**config.mk**
```make
export PLATFORM = sky130hd
export DESIGN_NAME = coin_input_conditioner
export DESIGN_NICKNAME = d
export VERILOG_FILES = /design/src/rtl/coin_pkg.sv /design/src/rtl/coin_debounce.sv /design/src/rtl/coin_input_conditioner.sv
export SDC_FILE = /design/constraint.sdc
export NUM_CORES = 1
export LEC_CHECK = 0
export ABC_AREA = 1
export CAP_MARGIN = 10
export CORE_ASPECT_RATIO = 1.1
export CORE_UTILIZATION = 68
export CTS_CLUSTER_SIZE = 28
export DETAILED_ROUTE_END_ITERATION = 6
export DONT_BUFFER_PORTS = 1
export HOLD_SLACK_MARGIN = 0.12
export PLACE_DENSITY = 0.95
export SLEW_MARGIN = 30
export SYNTH_ARGS = -nofsm -noshare
export SYNTH_HDL_FRONTEND = slang
export SYNTH_HIERARCHICAL = 1
export SYNTH_SLANG_ARGS = --single-unit
```
**constraint.sdc**
```tcl
create_clock -name clk -period 4.3 [get_ports clk]
set_clock_uncertainty 0.1 [all_clocks]
set_input_delay 0 -clock clk [delete_from_list [all_inputs] [get_ports clk]]
set_output_delay 0 -clock clk [all_outputs]
set_load 0.05 [all_outputs]
```
**src/rtl/coin_pkg.sv**
```systemverilog
// Shared types and constants for the coin input conditioner.
package coin_pkg;

  typedef enum logic [1:0] {
    IDLE      = 2'd0,
    ARMING    = 2'd1,
    PRESSED   = 2'd2,
    RELEASING = 2'd3
  } deb_state_t;

  localparam int DEBOUNCE_DEFAULT = 500000;
  localparam int STUCK_MULT       = 4;

endpackage

```
**src/rtl/coin_debounce.sv**
```systemverilog
// One coin channel: synchronizer, debounce FSM and a single shared counter.
// Emits one accept pulse per debounced press and a sticky stuck flag.
module coin_debounce
  import coin_pkg::*;
#(
  parameter int DEBOUNCE_CYCLES = DEBOUNCE_DEFAULT,
  parameter int SYNC_STAGES     = 2
) (
  input  logic clk,
  input  logic rst,
  input  logic raw,
  output logic accept,
  output logic active,
  output logic stuck
);

  // The counter is reused in PRESSED for the stuck span, so it must hold STUCK_MULT*DEBOUNCE_CYCLES.
  localparam int CNT_W = $clog2(STUCK_MULT * DEBOUNCE_CYCLES + 1);
  localparam logic [CNT_W-1:0] CNT_ZERO   = {CNT_W{1'b0}};
  localparam logic [CNT_W-1:0] CNT_ONE    = CNT_W'(1);
  localparam logic [CNT_W-1:0] DEB_LAST   = CNT_W'(DEBOUNCE_CYCLES - 1);
  localparam logic [CNT_W-1:0] STUCK_LAST = CNT_W'(STUCK_MULT * DEBOUNCE_CYCLES - 1);
  localparam logic [CNT_W-1:0] STUCK_MAX  = CNT_W'(STUCK_MULT * DEBOUNCE_CYCLES);

  logic [SYNC_STAGES-1:0] sync_r;
  logic [CNT_W-1:0]       cnt_r;
  deb_state_t             state_r;
  logic                   accept_r;
  logic                   stuck_r;
  logic                   s_s;

  assign s_s = sync_r[SYNC_STAGES-1];

  // Synchronizer shift, debounce state machine and counter
  always_ff @(posedge clk) begin
    if (rst) begin
      sync_r   <= {SYNC_STAGES{1'b0}};
      cnt_r    <= CNT_ZERO;
      state_r  <= IDLE;
      accept_r <= 1'b0;
      stuck_r  <= 1'b0;
    end else begin
      sync_r   <= {sync_r[SYNC_STAGES-2:0], raw};
      accept_r <= 1'b0;
      case (state_r)
        IDLE: begin
          if (s_s) begin
            state_r <= ARMING;
            cnt_r   <= CNT_ONE;
          end else begin
            cnt_r   <= CNT_ZERO;
          end
        end
        ARMING: begin
          if (!s_s) begin
            state_r <= IDLE;
            cnt_r   <= CNT_ZERO;
          end else if (cnt_r >= DEB_LAST) begin
            accept_r <= 1'b1;
            state_r  <= PRESSED;
            cnt_r    <= CNT_ZERO;
          end else begin
            cnt_r <= cnt_r + CNT_ONE;
          end
        end
        PRESSED: begin
          if (!s_s) begin
            state_r <= RELEASING;
            cnt_r   <= CNT_ONE;
          end else if (cnt_r >= STUCK_LAST) begin
            cnt_r   <= STUCK_MAX;
            stuck_r <= 1'b1;
          end else begin
            cnt_r <= cnt_r + CNT_ONE;
          end
        end
        RELEASING: begin
          if (s_s) begin
            state_r <= PRESSED;
            cnt_r   <= CNT_ZERO;
          end else if (cnt_r >= DEB_LAST) begin
            state_r <= IDLE;
            cnt_r   <= CNT_ZERO;
          end else begin
            cnt_r <= cnt_r + CNT_ONE;
          end
        end
        default: begin
          state_r <= IDLE;
          cnt_r   <= CNT_ZERO;
        end
      endcase
    end
  end

  assign accept = accept_r;
  assign active = (state_r != IDLE);
  assign stuck  = stuck_r;

endmodule

```
**src/rtl/coin_input_conditioner.sv**
```systemverilog
// Two debounced coin channels feeding a registered priority arbiter, so the
// accumulator sees at most one single-cycle coin pulse per clock.
module coin_input_conditioner
  import coin_pkg::*;
#(
  parameter int DEBOUNCE_CYCLES = DEBOUNCE_DEFAULT,
  parameter int SYNC_STAGES     = 2
) (
  input  logic clk,
  input  logic rst,
  input  logic coin100_raw,
  input  logic coin500_raw,
  output logic moneda100,
  output logic moneda500,
  output logic busy,
  output logic stuck
);

  logic acc100_s, acc500_s, act100_s, act500_s, stk100_s, stk500_s;
  logic want100_s, want500_s;
  logic pend100_r, pend500_r, m100_r, m500_r, stuck_r;

  coin_debounce #(.DEBOUNCE_CYCLES(DEBOUNCE_CYCLES), .SYNC_STAGES(SYNC_STAGES)) u_ch100 (
    .clk(clk), .rst(rst), .raw(coin100_raw),
    .accept(acc100_s), .active(act100_s), .stuck(stk100_s)
  );

  coin_debounce #(.DEBOUNCE_CYCLES(DEBOUNCE_CYCLES), .SYNC_STAGES(SYNC_STAGES)) u_ch500 (
    .clk(clk), .rst(rst), .raw(coin500_raw),
    .accept(acc500_s), .active(act500_s), .stuck(stk500_s)
  );

  // Effective request per channel: a held flag or a fresh accept
  always_comb begin
    want100_s = pend100_r | acc100_s;
    want500_s = pend500_r | acc500_s;
  end

  // Arbiter: 500 wins; a losing 100 request stays pending for the next cycle
  always_ff @(posedge clk) begin
    if (rst) begin
      pend100_r <= 1'b0;
      pend500_r <= 1'b0;
      m100_r    <= 1'b0;
      m500_r    <= 1'b0;
      stuck_r   <= 1'b0;
    end else begin
      m500_r    <= want500_s;
      m100_r    <= want100_s & ~want500_s;
      pend500_r <= 1'b0;
      pend100_r <= want100_s & want500_s;
      stuck_r   <= stuck_r | stk100_s | stk500_s;
    end
  end

  assign moneda100 = m100_r;
  assign moneda500 = m500_r;
  assign stuck     = stuck_r;
  assign busy      = act100_s | act500_s | pend100_r | pend500_r;

endmodule

```
Word-level counts from Yosys, hierarchy flattened
Index checks and enable logic that the tools add are counted.
{"block": "classes", "n_addsub": 2, "order_cmp": 4, "eq_ne": 14, "n_mux": 30, "bitwise": 12, "n_reduce_logical": 10}
{"op": "two-way mux 21 bit", "count": 10}
{"op": "one-hot mux 21 bit (4 select lines)", "count": 2}
{"op": "adder 21 x 1 -> 21 bit, second input constant", "count": 2}
{"op": "greater-or-equal comparator 21 x 19 -> 1 bit, second input constant", "count": 2}
{"op": "greater-or-equal comparator 21 bit, second input constant", "count": 2}
{"op": "two-way mux 2 bit", "count": 12}
{"op": "one-hot mux 2 bit (4 select lines)", "count": 2}
{"op": "== test 2 bit, second input constant", "count": 4}
{"op": "AND reduction 4 bit", "count": 2}
{"op": "inequality test 3 x 1 -> 1 bit, second input constant", "count": 2}
{"op": "inequality test 3 bit, second input constant", "count": 2}
{"op": "AND reduction 3 bit", "count": 2}
{"op": "OR reduction 3 bit", "count": 2}
{"op": "NOT 1 bit", "count": 5}
{"op": "OR 1 bit", "count": 5}
{"op": "== test 2 x 1 -> 1 bit, second input constant", "count": 2}
{"op": "logical NOT 2 bit", "count": 2}
{"op": "two-way mux 1 bit", "count": 4}
{"op": "inequality test 2 x 1 -> 1 bit, second input constant", "count": 2}
{"op": "inequality test 2 bit, second input constant", "count": 2}
{"op": "nonzero test 2 bit", "count": 2}
{"op": "bitwise AND 1 bit", "count": 2}
{"block": "totals", "reg_bits": 58, "input_bits": 4, "output_inout_bits": 4, "word_cells": 86}

Logic depth before layout (Yosys ltp)
Gate-level depths: netlist of run 1.
{"block": "logic_depth", "depth_word": 4, "ltp_mapped": 13, "mapped_depth_nobuf": 13}

Modules after synthesis
The synthesis of run 1 kept the hierarchy.
{"module": "coin_debounce (u_ch500)", "n_inst": 1, "cells_per_inst": 247, "area_per_inst_um2": 1620.3, "seq_area_each_um2": 540.5}
{"module": "coin_debounce (u_ch100)", "n_inst": 1, "cells_per_inst": 241, "area_per_inst_um2": 1579.0, "seq_area_each_um2": 540.5}
{"module": "coin_input_conditioner", "n_inst": 1, "cells_per_inst": 17, "area_per_inst_um2": 135.1, "seq_area_each_um2": 80.1}

Worst setup path before layout of run 1
Ideal clock, no wire load.
{"block": "synth_timing", "kind": "register -> register", "start": "register u_ch500.cnt_r[0]", "end": "register u_ch500.cnt_r[2]", "setup_ns": 0.117, "arrival_time_ns": 1.417, "required_ns": 4.083, "setup_slack_ns": 2.666, "path_stages_with_launch": 12, "path_buffers": 1, "synth_period_minus_slack_ns": 1.634, "path_cell_list": "dfxtp_1 -> ha_1 -> nand2_1 -> nor2_4 -> nand2_1 -> nand2_1 -> nand3_1 -> nand2_2 -> inv_2 -> nand3_4 -> buf_12 -> nor2_2"}
{"block": "synth_between", "elab_chain_len": 4, "elab_cells_between_ends": 9, "cone_classes": "1 x add/sub; 2 x order compare; 6 x mux"}
{"item": "from (decl)", "line_no": "coin_debounce.sv:26", "source": "logic [CNT_W-1:0] cnt_r;"}
{"item": "from (signal assigned)", "line_no": "coin_debounce.sv:63", "source": "cnt_r <= cnt_r + CNT_ONE;"}
{"item": "from (signal assigned)", "line_no": "coin_debounce.sv:74", "source": "cnt_r <= cnt_r + CNT_ONE;"}
{"item": "from (signal assigned)", "line_no": "coin_debounce.sv:85", "source": "cnt_r <= cnt_r + CNT_ONE;"}
{"item": "adder 21 x 1 -> 21 bit (tied with other cells)", "line_no": "coin_debounce.sv:63, coin_debounce.sv:74, coin_debounce.sv:85"}
{"item": "two-way mux 21 bit (on tied branches)", "line_no": "coin_debounce.sv:58, coin_debounce.sv:81, coin_debounce.sv:70"}
{"item": "two-way mux 21 bit (on tied branches)", "line_no": "coin_debounce.sv:78, coin_debounce.sv:55, coin_debounce.sv:67"}
{"item": "one-hot mux 21 bit (4 select lines) (*)", "line_no": "coin_debounce.sv:45", "source": "case (state_r)"}
Mark *: on every way between the ends. The rest lies on a longest branch, timed or not.
A chain may end at the register's enable or synchronous reset.

Worst setup path after layout of run 1
{"block": "layout_timing", "start": "register u_ch100.cnt_r[0]", "end": "register u_ch100.cnt_r[9]"}
{"block": "layout_between", "elab_chain_len": 4, "elab_cells_between_ends": 9, "cone_classes": "1 x add/sub; 2 x order compare; 6 x mux"}
{"item": "from (decl)", "line_no": "coin_debounce.sv:26"}
{"item": "from (signal assigned)", "line_no": "coin_debounce.sv:63"}
{"item": "from (signal assigned)", "line_no": "coin_debounce.sv:74"}
{"item": "from (signal assigned)", "line_no": "coin_debounce.sv:85"}
{"item": "adder 21 x 1 -> 21 bit (tied with other cells)", "line_no": "coin_debounce.sv:63, coin_debounce.sv:74, coin_debounce.sv:85"}
{"item": "two-way mux 21 bit (on tied branches)", "line_no": "coin_debounce.sv:58, coin_debounce.sv:81, coin_debounce.sv:70"}
{"item": "two-way mux 21 bit (on tied branches)", "line_no": "coin_debounce.sv:78, coin_debounce.sv:55, coin_debounce.sv:67"}
{"item": "one-hot mux 21 bit (4 select lines) (*)", "line_no": "coin_debounce.sv:45"}
Marked as above.

==> metrics.yaml, run 1 <==
dp_hpwl_mm: 5.34
cts_tree: "yes"
most-common-layout-cells: "122 x nand2_1, 97 x nor2_1, 70 x inv_1"
endpoint_kind: "register"
required_ns: 4.42
crit_path_start_kind: "register"
io_buffers: 0
die_w_um: 68.8
first_pass_iters: 5
hold_path.class: "primary input to register"
power.density_mw_per_mm2: 329
die_y_um: 75.4
cts_sinks: 58
fin_area_mm2: 0.00364
rows: 26
vias_per_cell: 5.77
finalHoldViolCount: 0
cp_max_fo: 13
grt_pass1_vias: 3021
num_antenna_cells: 0
yosysWarnings: 6
finalSetupTns_ns: 0
fin_nets: 521
vdd_ir_drop_max_v: 0.000347
cpMostUsedCell: "nand2_1"
p_leak_nw: 1.48
placedCellCount: 557
fin_cells: 576
routedWlPerCell_um: 14.6
num_vias: 3323
min_period_over_period_pct: 48.0
grt_pass1_wl_mm: 13.3
drc: 0
initialDrtViolationCount: 368
cp_slowest_cell: "dfxtp_1"
area_growth_syn_to_layout_pct: 9.19
synth-seq-cells: 58
ant_nets: 0
path_clk_slew_ns: 0.08
setup_viol: 0
arrival_ns: 2.19
grt_max_degree: 20
yosysSeqAreaShare_pct: 34.8
slew-limit-headroom_pct: 52.8
final-max-slew-violation-count: 0
coreArea_mm2: 0.00468
cts_max_level: 3
drv_cap: 0
placed_area_mm2: 0.00336
dieArea_mm2: 0.00519
gp_congestion: 0.939
initial_utilization_pct: 71.2
clock_latency_ns: 0.35
rsz0062_at_grt: "no"
layout-drive-gt1-share_pct: 13.7
synth_fp_nets: 511
root_buffer: "clkbuf_8"
track_usage_pct: 35.3
synth_area_mm2: 0.00333
synthesis.instances: 505
overflow: 0
cts_inserted_buffers: 9
syn_area_per_cell_um2: 6.60
layout_commonest_cell: "nand2_1"
io_pins: 8
worstMarginPinSlew_ns: 0.706
fmax_ghz: 0.484
ys_types: 31
worst_path_largest_cell_delay_ns: 0.41
grt_antenna_before_repair: 0
n_fill_cell: 319
critPathKind: "register to register"
status: "complete, no violations"
cts.repair.resized: 0
totalWireLength_mm: 8.41
clk_path_buf_depth: 2
crit_chain: "ha_1 > nand2_1 > inv_1 > nand2_1 > nor2_1 > nand3_1 > nand2_1 > inv_1 > nand3_1 > nand2_2 > nand3_2 > nor2_1"
fin_crit_ns: 2.06
[stage by stage]
step | setup WS [ns] | hold WS [ns] | power, W | util [%]
3_3_place_gp | 2.49 | -0.0290 | 0.000566 | 71.8
4_1_cts | 2.32 | 0.219 | 0.00120 | 77.7
5_1_grt | 2.15 | 0.265 | 0.00122 | 77.7
3_5_place_dp | 2.44 | -0.0244 | 0.000567 | 71.8
6_report | 2.24 | 0.242 | 0.00120 | 77.7
2_1_floorplan | 2.67 | -0.0309 | 0.000566 | -
[layout make-up]
class | count | area (um^2) | share of cell area [%]
clock inverter | 7 | 125 | 3.44
timing repair buffer | 3 | 30.0 | 0.825
inverter | 75 | 282 | 7.73
sequential | 58 | 1160 | 31.9
tap | 56 | 70.1 | 1.92
clock buffer | 9 | 124 | 3.40
multi-input combinational | 368 | 1850 | 50.8
[where the power goes]
group	leakage [nW]	internal (W)	total [W]	switching [W]
Sequential	0.468	0.000540	0.000543	0.00000301
Combinational	0.883	0.00000547	0.0000177	0.0000122
Clock	0.124	0.000391	0.000637	0.000246
[final timing paths]
| path | startpoint | end | slack [ns] | cells past startpoint |
|---|---|---|---|---|
| setup / recovery | u_ch100/cnt_r[0]$_SDFF_PP0_ | u_ch100/cnt_r[9]$_SDFF_PP0_ | 2.24 | 12 |
| hold / removal | coin500_raw | u_ch500/sync_r[0]$_SDFF_PP0_ | 0.24 | 3 |
| setup reg to reg | u_ch100/cnt_r[0]$_SDFF_PP0_ | u_ch100/cnt_r[9]$_SDFF_PP0_ | 2.24 | 12 |
| hold reg to reg | u_ch100/sync_r[0]$_SDFF_PP0_ | u_ch100/sync_r[1]$_SDFF_PP0_ | 0.32 | 2 |
[cell usage after synthesis, drive strengths merged]
cell type  instances  area [um^2]
nand3b             3         22.5
xor2              20          175
a21boi             1         7.51
inv               75          282
a21oi             12         60.1
nand3             25          168
buf                3         38.8
nor4               2         12.5
nor2             127          572
nor3              13         75.1
ha                 2         25.0
or2                2         12.5
dfxtp             58         1160
xnor2              8         70.1
nand2            132          526
clkbuf             1         3.75
o22ai              2         12.5
nand4             10         62.6
o21ai              9         48.8
[per-layer routing]
metal / vias up / routed length (um) / global-route usage (%)
met2: 205 / 3980 / 58.0
met1: 1494 / 3240 / 39.6
met5: - / 0 / 0
met4: 0 / 475 / 24.5
met3: 54 / 708 / 9.43
li1: 1570 / - / -
[what timing repair did]
item                                    CTS  global route
endpoints found under the hold margin    58             0
endpoints found under the setup margin    0             0
setup buffers                             0             0
hold buffers                              3             0
[state kept, by name, summed over array words and instances, names as in the netlist, named ones only]
signal and count:
u_ch100/cnt_r 21, u_ch500/cnt_r 21, u_ch100/sync_r 2, u_ch500/sync_r 2, moneda100 1, moneda500 1
pend100_r 1, stuck 1, u_ch100/accept 1, u_ch100/state_r 1, u_ch100/stuck 1, u_ch500/accept 1
u_ch500/state_r 1, u_ch500/stuck 1
[cell families after synthesis]
group	share of synthesized area, %
buffers and inverters	9.72
adders and majority gates	0.750
and+or+nand+nor	43.5
DFF	34.8
xor gates and xnor gates	7.35
AOI/OAI and AO/OA	3.87
[critical path: cells and delay by family (launching register included)]
family | cells | cell delay, ns
flip-flops | 1 | 0.41
AND/OR/NAND/NOR | 9 | 1.09
adder cells (fa/ha/maj) | 1 | 0.21
buffers and inverters | 2 | 0.12
Note: power is estimated with default switching activity, not from simulation.
==> inputs of run 2 (changes only) <==
ABC_AREA = 0   (was 1)
CORE_UTILIZATION = 63   (was 68)
PLACE_DENSITY = 0.9   (was 0.95)
clock period = 2.05 ns   (was 4.3 ns; I/O delays follow)
==> run 2 against run 1 <==
Against the previous run: final area is 7.5% lower; die area is 5.3% lower; final cell count decreased by 29%; utilization fell by 0.78 points; via count fell by 24%; non-clock buffer count is 20 higher; setup slack got worse by 2.2 ns; synthesized cell count down 36%; worst hold slack got worse by 0.039 ns; power up 88%; critical path type unchanged; largest power group is now registers.
==> metrics.yaml, run 2 <==
hp-start: "rst"
multiInputGateArea_mm2: 0.00169
startpoint: "u_ch100/cnt_r[10]$_SDFF_PP0_"
coreArea_mm2: 0.00438
holdPathStages: 4
grt_pass1_wl_mm: 10.6
arrival_ns: 2.18
synthesis.instances: 325
hold_end: "u_ch500/cnt_r[10]$_SDFF_PP0_"
synth_fp_nets: 331
synth-seq-cells: 58
grt_max_degree: 17
layout_commonest_cell: "dfxtp_1"
crit_path_start_kind: "register"
clk_path_buf_depth: 2
initial_utilization_pct: 66.7
first_pass_iters: 7
hold-worst-slack_ns: 0.203
regArea_mm2: 0.00116
ant_nets: 0
ys_types: 60
layout-drive-gt1-share_pct: 19.9
fin_crit_ns: 2.02
worstRegToRegCells: 7
fin_nets: 358
slew-limit-headroom_pct: 61.5
syn_area_per_cell_um2: 8.99
die_y_um: 73.4
cts_max_level: 3
cts_inserted_buffers: 9
initialDrtViolationCount: 126
most-common-layout-cells: "56 x dfxtp_1, 33 x nor2_1, 27 x xor2_1"
cts_sinks: 58
io_buffers: 0
totalPowerFinal_w: 0.00225
grt_antenna_before_repair: 0
r2r_end: "u_ch100/cnt_r[15]$_SDFF_PP0_"
drc: 0
synth_area_mm2: 0.00292
synth-compound-area-share_pct: 11.5
dieArea_mm2: 0.00491
synth_edf_count: 0
totalWireLength_mm: 6.66
synth_top_area_cell: "dfxtp_1"
synth.top_cell.area_share_pct: 39.8
yosysWarnings: 6
synth_top_family_by_area: "simple AND/OR/NAND/NOR gates"
overflow: 0
critPathKind: "register to register"
endpoint_kind: "register"
gp_congestion: 0.873
async_reset_ff_share_pct: 0
rows: 25
finalHoldViolCount: 0
num_vias: 2523
clock_latency_ns: 0.33
routedWlPerCell_um: 16.2
n_fill_cell: 285
final-max-slew-violation-count: 0
synthSimpleGateAreaFrac_pct: 32.0
yosysMostFrequentCell: "dfxtp_1"
yosysSeqAreaShare_pct: 39.8
drv_cap: 0
fmax_ghz: 0.495
synth_xor_area_share_pct: 11.7
grt_pass1_vias: 2447
die_w_um: 66.9
r2r_setup_slack_ns: 0.03
cp_max_fo: 7
ys.flop_type: "dfxtp_1"
io_pins: 8
setup_viol: 0
synthAdderAreaFrac_pct: 0.857
p_leak_nw: 1.12
reg_top3: "u_ch100/cnt_r x21, u_ch500/cnt_r x21"
path_clk_slew_ns: 0.07
r2r_start: "u_ch100/cnt_r[10]$_SDFF_PP0_"
yosys-top-cells-count: "58 x dfxtp_1, 33 x nor2_1, 27 x xor2_1, 23 x nand2_1, 19 x nand3_1"
muxShareOfSynthArea_pct: 0.686
min_period_over_period_pct: 98.5
worstMarginPinSlew_ns: 0.575
vdd_ir_drop_max_v: 0.000436
root_buffer: "clkbuf_8"
hold_path.class: "primary input to register"
synthTopCellsByArea: "dfxtp_1 40%, xor2_1 8.1%, nor2_1 4.2%, xnor2_1 3.6%, nor2_4 3.5%"
required_ns: 2.21
status: "complete, no violations"
vias_per_cell: 6.15
num_antenna_cells: 0
dp_hpwl_mm: 4.31
cts_tree: "yes"
track_usage_pct: 29.2
power.density_mw_per_mm2: 668
area_growth_syn_to_layout_pct: 15.4
run 2: cell count changes after synthesis, moves of 5 or more:
cell,delta
nor2b_1,+8
xor2_1,+7
nand2_1,-99
nand3_2,-6
inv_1,-57
inv_2,-5
nand2_2,-9
nor2_2,-25
nor2_1,-64
nor2_4,+5
run 2: layer usage:
layer  GRT usage [%]  part of all wire (%)  vias up
met4            15.6                   3.4        0
li1                -                     -     1208
met3            9.01                   3.9       20
met5               0                     0        -
met2            53.8                    53       87
met1            28.7                    40     1208
run 2: through the flow:
| stage | utilization [%] | instances | setup TNS [ns] | area, um^2 | worst slack (ns) |
|---|---|---|---|---|---|
| finish | 76.9 | 410 | 0 | 3370 | 0.0299 |
| detailed placement | 70.1 | 390 | 0 | 3070 | 0.00673 |
| global placement | 70.1 | 390 | 0 | 3070 | 0.0895 |
| floorplan | - | 325 | 0 | 2920 | 0.185 |
| global route | 76.9 | 410 | -0.529 | 3370 | -0.0690 |
| CTS | 76.0 | 409 | 0 | 3330 | 0.0291 |
run 2: worst max path at each step:
stage / to / slack (ns)
finish: u_ch100/cnt_r[15]$_SDFF_PP0_ / 0.03
global route: u_ch100/cnt_r[13]$_SDFF_PP0_ / -0.07
CTS: u_ch500/accept$_SDFF_PP0_ / 0.03
detailed placement: u_ch100/cnt_r[15]$_SDFF_PP0_ / 0.007
global placement: u_ch100/stuck$_SDFFE_PP0P_ / 0.09
floorplan: u_ch100/stuck$_SDFFE_PP0P_ / 0.18
run 2: kinds of logic after synthesis:
| family | after synthesis |
|---|---|
| AO/OA/AOI/OAI | 45 |
| buffers and inverters | 20 |
| XOR/XNOR | 39 |
| adder cells (fa/ha/maj) | 2 |
| flip-flops | 58 |
| multiplexers | 2 |
| AND/OR/NAND/NOR | 159 |
run 2: area by class of cell:
class	instances	share of cell area [%]
Clock buffer	13	5.01
Sequential cell	58	34.5
Inverter	13	1.45
Multi-Input combinational cell	247	50.2
Tap cell	54	2.01
Timing Repair Buffer	23	5.72
Clock inverter	2	1.04
run 2: power breakdown:
group	total [W]	internal [W]	switching, W
registers	0.00114	0.00113	0.00000573
logic	0.0000369	0.0000148	0.0000221
clock network	0.00107	0.000653	0.000421
total	0.00225	0.00180	0.000449
run 2: what timing repair did:
item | in CTS | in global routing
hold buffers | 3 | 0
gates resized for setup | 1 | 10
pin swaps | 1 | 3
endpoints found under the setup margin | 12 | 19
hold endpoints to repair | 38 | 0
setup buffers | 1 | 1
run 2: worst max-delay path: stages, from the launching register on:
cell and delay (ns):
dfxtp_1 0.32, nor4_2 0.34, buf_4 0.18, o211ai_1 0.15
a311oi_2 0.42, buf_4 0.18, a21oi_2 0.10, a21oi_1 0.15
==> inputs of run 3 (changes only) <==
MAX_ROUTING_LAYER = met4   (was default)
==> run 3 against run 2 <==
Against the previous run: the flow now finishes with violations (setup timing); count of clock-buffer cells in the layout decreased by 4; wire length increased by 1.2%; utilization rose by 0.69 points; maximum frequency fell by 5.0%; worst hold slack lost 0.039 ns; final cell count rose by 0.24%; global-route usage increased by 1.3 points; setup slack worse by 0.11 ns; sequential power is essentially flat; critical path depth unchanged; highest routed layer unchanged.
==> metrics.yaml, run 3 (synthesized netlist as in run 2, its figures left out) <==
fin_crit_ns: 2.13
io_pins: 8
cts_inserted_buffers: 9
finalHoldViolCount: 0
grt_max_degree: 17
initial_utilization_pct: 66.7
p_leak_nw: 1.15
fin_nets: 358
arrival_ns: 2.30
path_clk_slew_ns: 0.07
cp-endpoint: "u_ch100/cnt_r[1]$_SDFF_PP0_"
clkPwrFrac_pct: 44.2
overflow: 0
ant_nets: 0
gp_congestion: 0.889
coreArea_mm2: 0.00438
initialDrtViolationCount: 186
grt_pass1_wl_mm: 10.7
drv_cap: 0
first_pass_iters: 4
rows: 25
startpoint: "u_ch100/cnt_r[12]$_SDFF_PP0_"
p_int_w: 0.00159
dieArea_mm2: 0.00491
cp_max_fo: 7
vdd_ir_drop_max_v: 0.000542
power.density_mw_per_mm2: 618
vias_per_cell: 6.14
violations: "setup timing"
routedWlPerCell_um: 16.4
worstMarginPinSlew_ns: 0.557
hold_path.class: "primary input to register"
r2r_end: "u_ch100/cnt_r[1]$_SDFF_PP0_"
setup_viol: 20
root_buffer: "clkbuf_8"
num_vias: 2524
min_period_over_period_pct: 104
placedCellCount: 389
grt_pass1_vias: 2423
totalPowerFinal_w: 0.00210
critPathKind: "register to register"
cts_max_level: 3
area_growth_syn_to_layout_pct: 16.4
rsz0062_at_grt: "yes"
fin_cells: 411
final-max-slew-violation-count: 0
die_w_um: 66.9
crit_path_start_kind: "register"
r2r_setup_slack_ns: -0.08
track_usage_pct: 30.5
cts_tree: "yes"
combPwrFrac_pct: 1.7
endpoint_kind: "register"
io_buffers: 0
clk_path_buf_depth: 2
worstRegToRegCells: 7
layout-drive-gt1-share_pct: 21.3
clock_latency_ns: 0.34
layout_commonest_cell: "dfxtp_1"
die_y_um: 73.4
grt_antenna_before_repair: 0
status: "finished with violations"
required_ns: 2.22
p_seq_share_pct: 54.1
totalWireLength_mm: 6.74
slew-limit-headroom_pct: 62.8
power.switching_w: 0.000509
reg_top3: "u_ch100/cnt_r x21, u_ch500/cnt_r x21"
swShare_pct: 24.2
dp_hpwl_mm: 4.33
most-common-layout-cells: "56 x dfxtp_1, 31 x nor2_1, 27 x xor2_1"
r2r_start: "u_ch100/cnt_r[12]$_SDFF_PP0_"
fmax_ghz: 0.470
drc: 0
timing.final.ws_setup_ns: -0.0760
cts_sinks: 58
num_antenna_cells: 0
[run 3: changes by cell type in the layout (fill, tap and decap cells not counted), moves of 2 or more]
cell,change
clkinvlp_4,+2
nor2_2,+2
clkinv_4,+3
nor2_1,-2
clkbuf_8,-3
[run 3: metrics by stage]
step | hold WS, ns | instance area (um^2) | worst slack (ns) | setup TNS (ns) | util, %
floorplan | -0.0376 | 2920 | 0.185 | 0 | -
global placement | -0.0351 | 3060 | 0.0839 | 0 | 69.9
detailed placement | -0.0327 | 3060 | -0.0588 | -0.613 | 69.9
CTS | 0.136 | 3300 | 0.0288 | 0 | 75.3
global route | 0.191 | 3400 | -0.128 | -2.12 | 77.6
finish | 0.163 | 3400 | -0.0760 | -0.791 | 77.6
[run 3: critical path, cell delays in order, from the launching register on]
cell and delay (ns):
dfxtp_4 0.38, nor4_4 0.34, buf_4 0.18, o211ai_1 0.15, a311oi_2 0.42, a22oi_2 0.20, buf_12 0.17, nor2b_1 0.12
[run 3: power by group through the flow]
| stage | sequential, W | combinational [W] | clock, W |
|---|---|---|---|
| 3_5_place_dp | 0.00116 | 0.0000248 | 0 |
| 5_1_grt | 0.00114 | 0.0000391 | 0.00100 |
| 4_1_cts | 0.00114 | 0.0000339 | 0.000953 |
| 6_report | 0.00114 | 0.0000357 | 0.000927 |
| 2_1_floorplan | 0.00116 | 0.0000202 | 0 |
| 3_3_place_gp | 0.00116 | 0.0000241 | 0 |
[run 3: worst min path at each step]
| stage | end | cells after the start | start | slack [ns] |
|---|---|---|---|---|
| finish | u_ch500/cnt_r[15]$_SDFF_PP0_ | 4 | rst | 0.16 |
| global route | u_ch500/cnt_r[15]$_SDFF_PP0_ | 4 | rst | 0.19 |
| CTS | u_ch500/cnt_r[15]$_SDFF_PP0_ | 4 | rst | 0.14 |
| detailed placement | u_ch100/stuck$_SDFFE_PP0P_ | 1 | rst | -0.03 |
| global placement | u_ch100/stuck$_SDFFE_PP0P_ | 1 | rst | -0.04 |
| floorplan | u_ch100/stuck$_SDFFE_PP0P_ | 1 | rst | -0.04 |
[run 3: cell type report]
| type | instances | area, um^2 |
|---|---|---|
| Multi-Input combinational cell | 247 | 1730 |
| Sequential cell | 58 | 1170 |
| Fill cell | 271 | 980 |
| Timing Repair Buffer | 23 | 210 |
| Clock buffer | 9 | 124 |
| Tap cell | 54 | 67.6 |
| Clock inverter | 7 | 55.1 |
| Inverter | 13 | 48.8 |
[run 3: routing by layer]
metal | vias to the layer above | part of all wire [%] | track usage (%)
met4 | 0 | 4.2 | 16.1
met3 | 33 | 5.0 | 9.16
li1 | 1210 | - | -
met2 | 95 | 53 | 54.1
met5 | - | 0 | -
met1 | 1186 | 38 | 29.3
[run 3: timing repair]
action | 4_1_cts | 5_1_grt
setup endpoints to repair | 14 | 23
setup buffers | 1 | 1
gates cloned | 0 | 1
endpoints found under the hold margin | 38 | 0
pin swaps | 1 | 5
hold buffers | 3 | 0
resized for setup | 1 | 16
